## src/rtl/arith_unit_pipe_pkg.sv

```systemverilog
// arith_unit_pipe_pkg: op encodings shared by the arithmetic pipeline
package arith_unit_pipe_pkg;
  localparam logic [1:0] OP_XFER = 2'b00;
  localparam logic [1:0] OP_ADD  = 2'b01;
  localparam logic [1:0] OP_SUB  = 2'b10;
  localparam logic [1:0] OP_NEG  = 2'b11;
endpackage

```

## src/rtl/ripple_adder_n.sv

```systemverilog
// ripple_adder_n: ripple-carry adder built from a chain of full-adder cells
module ripple_adder_n #(
  parameter int WIDTH = 3
) (
  input  logic [WIDTH-1:0] x,
  input  logic [WIDTH-1:0] y,
  input  logic             cin,
  output logic [WIDTH-1:0] sum,
  output logic             cout,
  output logic             cmsb
);
  logic [WIDTH:0] c;
  assign c[0] = cin;
  for (genvar i = 0; i < WIDTH; i++) begin : full_adder
    assign sum[i]   = x[i] ^ y[i] ^ c[i];
    assign c[i+1]   = (x[i] & y[i]) | (c[i] & (x[i] ^ y[i]));
  end
  assign cout = c[WIDTH];
  assign cmsb = c[WIDTH-1];
endmodule

```

## src/rtl/arith_unit_pipe.sv

```systemverilog
// arith_unit_pipe: two-stage valid/ready pipelined add/sub/neg/transfer unit with accumulator
module arith_unit_pipe
  import arith_unit_pipe_pkg::*;
#(
  parameter int WIDTH = 3
) (
  input  logic             clk,
  input  logic             rst,
  input  logic             in_valid,
  output logic             in_ready,
  input  logic [1:0]       op,
  input  logic             src_acc,
  input  logic             wr_acc,
  input  logic [WIDTH-1:0] a,
  input  logic [WIDTH-1:0] b,
  output logic             out_valid,
  input  logic             out_ready,
  output logic [WIDTH-1:0] g,
  output logic             carry,
  output logic             ovf,
  output logic             zero,
  output logic             neg,
  output logic [WIDTH-1:0] acc
);
  logic             s1_valid, s1_src, s1_wr, s1_cin, s1_load, s2_load, cout, cmsb;
  logic [1:0]       s1_op;
  logic [WIDTH-1:0] s1_a, s1_y, x, sum;
  assign s2_load  = s1_valid & (~out_valid | out_ready);
  assign in_ready = ~s1_valid | s2_load;
  assign s1_load  = in_valid & in_ready;
  assign x        = (s1_op == OP_NEG) ? '0 : (s1_src ? acc : s1_a);
  ripple_adder_n #(.WIDTH(WIDTH)) u_add (
    .x    (x),
    .y    (s1_y),
    .cin  (s1_cin),
    .sum  (sum),
    .cout (cout),
    .cmsb (cmsb)
  );
  always_ff @(posedge clk) begin
    if (rst) begin
      s1_valid <= 1'b0;
    end else begin
      s1_valid <= s1_load | (s1_valid & ~s2_load);
      if (s1_load) begin
        s1_op  <= op;
        s1_src <= src_acc;
        s1_wr  <= wr_acc;
        s1_a   <= a;
        s1_y   <= (op == OP_XFER) ? '0 : ((op == OP_ADD) ? b : ~b);
        s1_cin <= (op == OP_SUB) || (op == OP_NEG);
      end
    end
  end
  always_ff @(posedge clk) begin
    if (rst) begin
      out_valid <= 1'b0;
      g         <= '0;
      carry     <= 1'b0;
      ovf       <= 1'b0;
      zero      <= 1'b0;
      neg       <= 1'b0;
      acc       <= '0;
    end else begin
      out_valid <= s2_load | (out_valid & ~out_ready);
      if (s2_load) begin
        g     <= sum;
        carry <= cout;
        ovf   <= cout ^ cmsb;
        zero  <= (sum == '0);
        neg   <= sum[WIDTH-1];
        if (s1_wr) acc <= sum;
      end
    end
  end
endmodule

```

## config.mk

```make
export PLATFORM = sky130hd
export DESIGN_NAME = arith_unit_pipe
export DESIGN_NICKNAME = d
export VERILOG_FILES = /design/src/rtl/arith_unit_pipe_pkg.sv /design/src/rtl/ripple_adder_n.sv /design/src/rtl/arith_unit_pipe.sv
export SDC_FILE = /design/constraint.sdc
export NUM_CORES = 1
export LEC_CHECK = 0
export BUFFER_PORTS_ARGS = -buffer_cell sky130_fd_sc_hd__buf_2
export CAP_MARGIN = 5
export CORE_MARGIN = 2
export CORE_UTILIZATION = 40
export CTS_CLUSTER_DIAMETER = 80
export DETAILED_ROUTE_END_ITERATION = 6
export HOLD_SLACK_MARGIN = 0.02
export PLACE_DENSITY = 0.67
export SYNTH_ARGS = -nofsm -noshare
export SYNTH_HDL_FRONTEND = slang
export SYNTH_SLANG_ARGS = --single-unit
export TNS_END_PERCENT = 50
```

## constraint.sdc

```tcl
create_clock -name clk -period 2.5 [get_ports clk]
set_input_delay 0.5 -clock clk [delete_from_list [all_inputs] [get_ports clk]]
set_output_delay 0.5 -clock clk [all_outputs]
set_load 0.1 [all_outputs]
```

Yosys cells after proc, flatten, opt, wreduce, memory -nomap -nowiden

Index checks and enable logic that the tools add are counted.

Memories kept: 0
Output and inout bits: 12
Bits in registers: 23
Input port bits: 14
ROM bits: 0
RAM bits: 0
Latch bits: 0
Logic and storage cells: 56

Magnitude comparators: 0
Equality and inequality tests: 4
Reduce and logical (&&, ||, !) cells: 5
Shift operators: 0
$add $sub $neg: 0
Divide/modulo/power cells: 0
Muxes and demuxes: 3
Bitwise logic cells: 30
Multipliers: 0

Operators by type and width:

| operator           | number |
|---|---|
| $and 1x1->1        | 10 |
| $mux 3             | 3 |
| $or 1x1->1         | 7 |
| $xor 1x1->1        | 7 |
| $eq 2x2->1 const B | 3 |
| $not 1->1          | 5 |
| $reduce_and 2->1   | 2 |
| $logic_not 3->1    | 1 |
| $not 3->3          | 1 |
| $eq 2x1->1 const B | 1 |
| $logic_not 2->1    | 1 |
| $logic_or 1x1->1   | 1 |

Depth between registers and ports, before layout

Depth in word-level cells: 10
Gate-level depth with buffers: 9
Gate-level depth less buffers: 9

Modules after synthesis

A second synthesis with hierarchy kept.

Cell total of the unflattened synthesis: 84
Area total of the unflattened synthesis: 1008.5 um2

Modules (own cells, without submodules):

| module          | times used | area an instance (um2) | seq. area each (um2) | cells each |
|---|---|---|---|---|
| arith_unit_pipe | 1          | 918.4                  | 550.5                | 73 |
| ripple_adder_n  | 1          | 90.1                   | 0.0                  | 11 |

Worst setup path before layout

No wires, ideal clock.

Path type: register to register
Start point: reg out_valid
End point: reg s1_a[0] (enable)
Period minus slack after synthesis: 2.739 ns
Arrival: 2.445 ns
Data required time: 2.205 ns
Path buffers: 0
Cell stages (with the launch flop): 4
Library setup time: 0.295 ns
Slack: -0.239 ns
Cells stage by stage: dfxtp_1 > and2b_2 > nand2_1 > and3b_1

Longest elaborated chain between the ends: 6

Ends and longest elaborated chain:

| what                              | line                  | text |
|---|---|---|
| from (decl)                       | arith_unit_pipe.sv:16 | `output logic out_valid,` |
| from (signal assigned)            | arith_unit_pipe.sv:65 | `out_valid <= s2_load \| (out_valid & ~out_ready);` |
| $not 1->1                         | arith_unit_pipe.sv:28 | `assign s2_load = s1_valid & (~out_valid \| out_ready);` |
| $or 1x1->1                        | arith_unit_pipe.sv:28 |  |
| $and 1x1->1                       | arith_unit_pipe.sv:28 |  |
| $or 1x1->1                        | arith_unit_pipe.sv:29 | `assign in_ready = ~s1_valid \| s2_load;` |
| named net in_ready                | arith_unit_pipe.sv:10 | `output logic in_ready,` |
| $and 1x1->1                       | arith_unit_pipe.sv:30 | `assign s1_load = in_valid & in_ready;` |
| $reduce_and 2->1 (no source line) | -                     |  |
| to (signal assigned)              | arith_unit_pipe.sv:49 | `s1_a <= a;` |
| to (decl)                         | arith_unit_pipe.sv:27 | `logic [WIDTH-1:0] s1_a, s1_y, x, sum;` |

The timed path passes the listed nets, and every way through them passes these cells.
A chain may end at the register's enable or synchronous reset.

Worst setup path after layout

Start point: reg s1_src
End point: reg zero

Longest elaborated chain between the ends: 9
Elaborated cells between the ends (all ways): 15
Those cells by class: 2 x mux; 12 x bitwise; 1 x reduce/logical

Ends and longest elaborated chain:

| what                   | line                                       | text |
|---|---|---|
| from (decl)            | arith_unit_pipe.sv:25                      | `logic s1_valid, s1_src, s1_wr, s1_cin, s1_load, s2_load, cout, cmsb;` |
| from (signal assigned) | arith_unit_pipe.sv:47                      | `s1_src <= src_acc;` |
| $mux 3 * (2 in a row)  | arith_unit_pipe.sv:31                      | `assign x = (s1_op == OP_NEG) ? '0 : (s1_src ? acc : s1_a);` |
| $xor 1x1->1            | ripple_adder_n.sv:15, ripple_adder_n.sv:16 |  |
| $and 1x1->1            | ripple_adder_n.sv:16                       | `assign c[i+1] = (x[i] & y[i]) \| (c[i] & (x[i] ^ y[i]));` |
| $or 1x1->1             | ripple_adder_n.sv:16                       |  |
| $and 1x1->1            | ripple_adder_n.sv:16                       |  |
| $or 1x1->1             | ripple_adder_n.sv:16                       |  |
| $xor 1x1->1            | ripple_adder_n.sv:15                       | `assign sum[i] = x[i] ^ y[i] ^ c[i];` |
| $logic_not 3->1 *      | arith_unit_pipe.sv:70                      | `zero <= (sum == '0);` |
| to (signal assigned)   | arith_unit_pipe.sv:70                      |  |
| to (decl)              | arith_unit_pipe.sv:21                      | `output logic zero,` |

Mark *: on every way between the ends. The rest lies on a longest branch, timed or not.

==> metrics.md <==
| Metric | Value |
|---|---|
| Fraction of layout cells with a size suffix above 1 | `38.8%` |
| Initial antenna violation count | `0` |
| Die Ht | `53.2 um` |
| Total wire length | `1660 um` |
| Status | `finished clean` |
| Maximum vdd ir drop | `392 uV` |
| Tmin final | `2.32 ns` |
| Top delay family on crit path | `adder cells` |
| Worst EP arrival | `2.51 ns` |
| Fin nets | `121` |
| Setup tns final | `0 ns` |
| Synth Flop Type | `edfxtp_1` |
| CTS sink count | `22` |
| Worst Setup End Kind | `flop` |
| Top Ports | `26` |
| Via-per-instance ratio | `4.94` |
| Hold Path Stages | `1` |
| Post-CTS setup buffers | `0` |
| Critical setup path kind | `reg2reg` |
| Ant diodes | `0` |
| Cell Rows | `17` |
| R2R Path Start | `s1_src` |
| Residual DRC | `0` |
| R2r endpoint | `zero` |
| Routed Antenna Nets | `0` |
| Via count | `647` |
| Area after DPL | `1110 um^2` |
| Router iterations before antenna repair | `4` |
| Area Overhead vs Synth | `18.2%` |
| Register area share after synthesis | `56.8%` |
| Core footprint | `2250 um^2` |
| FMAX | `432 MHz` |
| Mapped cell area | `970 um^2` |
| Post-Syn Instances | `78` |
| Area share of the largest cell type after synthesis | `34.1%` |
| Avg WL per Cell | `12.6 um` |
| Syn_nets | `95` |
| Hold Startpoint | `a[2]` |
| Die width | `53.2 um` |
| Starting Density | `43.0%` |
| Slowest cell on crit path | `fa_1` |
| Mapped Avg Cell Area | `12.4 um^2` |
| Netlist cell types | `28` |
| Pwr/cell area | `670 nW/um^2` |
| # fillers | `219` |
| DRT iter0 DRCs | `14` |
| CP cell instances | `mux2i_1 -> a21oi_1 -> fa_1 -> fa_2 -> inv_1 -> fa_1 -> nor3b_1 -> nand3_1 -> a21oi_1` |
| Worst r2r path cells | `9` |
| Post-route cell area | `1150 um^2` |
| RSZ-0062 raised after global routing | `no` |
| Clock latency on the worst-skew pair | `0.29 ns` |
| Max FO, Critical Path | `3` |
| Post-synth ARST share | `0%` |
| Die area | `2830 um^2` |
| Synthesis Warnings | `0` |
| Slew margin rel. | `66.5%` |
| CTS tree | `yes` |
| Critical path required time | `2.69 ns` |
| All-layer global routing usage | `14.4%` |
| Setup violation total in the final timing report | `0` |
| Worst Hold End | `s1_a[2]` |
| Tightest Hold Check Type | `in2reg` |
| Clk buf depth | `2` |
| Critical path's largest stage delay | `0.45 ns` |
| Clk_skew | `0.00402 ns` |
| Cts bufs inserted | `3` |
| Count of buffer and inverter cells on the critical path | `1` |
| Worst setup SP type | `flop` |
| RD Place Congestion | `0.783` |
| Max-slew violation count | `0` |
| Clock root cell | `clkbuf_4` |
| Final period util | `92.6%` |
| PortBufs | `25` |
| DP HPWL | `1290 um` |
| Max cap viols | `0` |
| Leak | `0.000468 uW` |
| Synth area leader | `edfxtp_1` |
| Slew @ Worst Pin | `0.502 ns` |
| Clk slew on worst S/H paths | `0.12 ns` |
| R2R Setup Slk | `0.18 ns` |
| Ranking of synthesized cells by area | `edfxtp_1, dfxtp_1, fa_1, a21oi_1, mux2i_1` |
| Vias in the first global route | `640` |
| H-tree levels | `1` |
| Grt ovf | `0` |
| EDFF count, synth | `11` |
| Synth Register Bits | `22` |
| Largest net degree at the start of global routing | `15` |
| Hold Fails Final Rpt | `0` |
| First-pass GRT wire length | `2840 um` |
-- cell usage after synthesis (2+ instances only) --
| cell type | count |
|---|---|
| a211oi_1 | 2 |
| a21oi_1 | 10 |
| clkbuf_1 | 2 |
| dfxtp_1 | 11 |
| edfxtp_1 | 11 |
| fa_1 | 3 |
| inv_1 | 2 |
| mux2_2 | 3 |
| mux2i_1 | 5 |
| nand2b_1 | 4 |
| nand3_1 | 4 |
| nor2_1 | 2 |
| o21ai_1 | 4 |
-- worst max-delay path by stage --
stage | start | cells past startpoint | end
2_1_floorplan | acc[0] | 9 | zero
3_3_place_gp | s1_src | 9 | zero
3_5_place_dp | s1_src | 9 | zero
4_1_cts | s1_src | 9 | zero
5_1_grt | s1_src | 9 | zero
6_report | s1_src | 9 | zero
-- cell type report --
cell class	instances	area, um^2	share of cell area [%]
sequential	22	552	48.1
multi-input combinational	48	379	33.1
timing repair buffer	26	133	11.6
clock buffer	4	36.3	3.17
tap	28	35.0	3.06
inverter	3	11.3	0.983
-- cells by family after synthesis --
kind of cell | Yosys count | synth area share [%]
buf+inv | 8 | 4.39
xor+xnor | 1 | 0.903
simple gates | 17 | 11.6
compound gates | 19 | 11.5
flops | 22 | 56.8
mux | 8 | 8.65
fa+ha+maj | 3 | 6.19
-- where the power goes --
part           total [uW]  switching, uW  leakage [uW]  internal (uW)
Clock                 188           99.5     0.0000210           88.7
Combinational         168            121      0.000254           46.5
Sequential            412           12.7      0.000194            399
-- registers in the layout (all words and copies together), names as in the netlist --
signal	cells
acc	3
g	3
s1_a	3
s1_y	3
s1_op	2
carry	1
out_valid	1
ovf	1
s1_cin	1
s1_src	1
s1_valid	1
s1_wr	1
zero	1
-- through the flow --
| stage | power [uW] | std cells | hold slack, ns | setup WS, ns | util, % |
|---|---|---|---|---|---|
| 2_1_floorplan | 556 | 78 | 0.598 | -0.192 | - |
| 3_3_place_gp | 586 | 127 | 0.470 | 0.164 | 49.1 |
| 3_5_place_dp | 588 | 127 | 0.478 | 0.141 | 49.1 |
| 4_1_cts | 776 | 131 | 0.359 | 0.120 | 50.7 |
| 5_1_grt | 805 | 131 | 0.351 | 0.0533 | 50.8 |
| 6_report | 768 | 131 | 0.373 | 0.184 | 50.8 |
-- cells in the final DEF (no fill, tap or decap), types with 2 or more instances in the layout --
cell,count
nor2_1,2
clkbuf_4,3
edfxtp_1,11
a21oi_1,10
o21ai_1,4
nand2b_1,4
buf_2,25
mux2_2,3
fa_1,2
dfxtp_1,10
a211oi_1,2
inv_1,2
mux2i_1,5
nand3_1,4
-- per-layer routing --
metal	global-route usage, %	share of wire (%)	vias up
met5	0	0	-
met4	6.41	1.0	0
met3	3.39	4.1	2
met2	22.8	51	14
met1	18.5	43	301
li1	-	-	330
-- what timing repair did --
| action | CTS | global route |
|---|---|---|
| gates resized for setup | 0 | 1 |
| setup endpoints to repair | 0 | 1 |
| hold buffers | 0 | 0 |
Note: power is estimated with default switching activity, not from simulation.
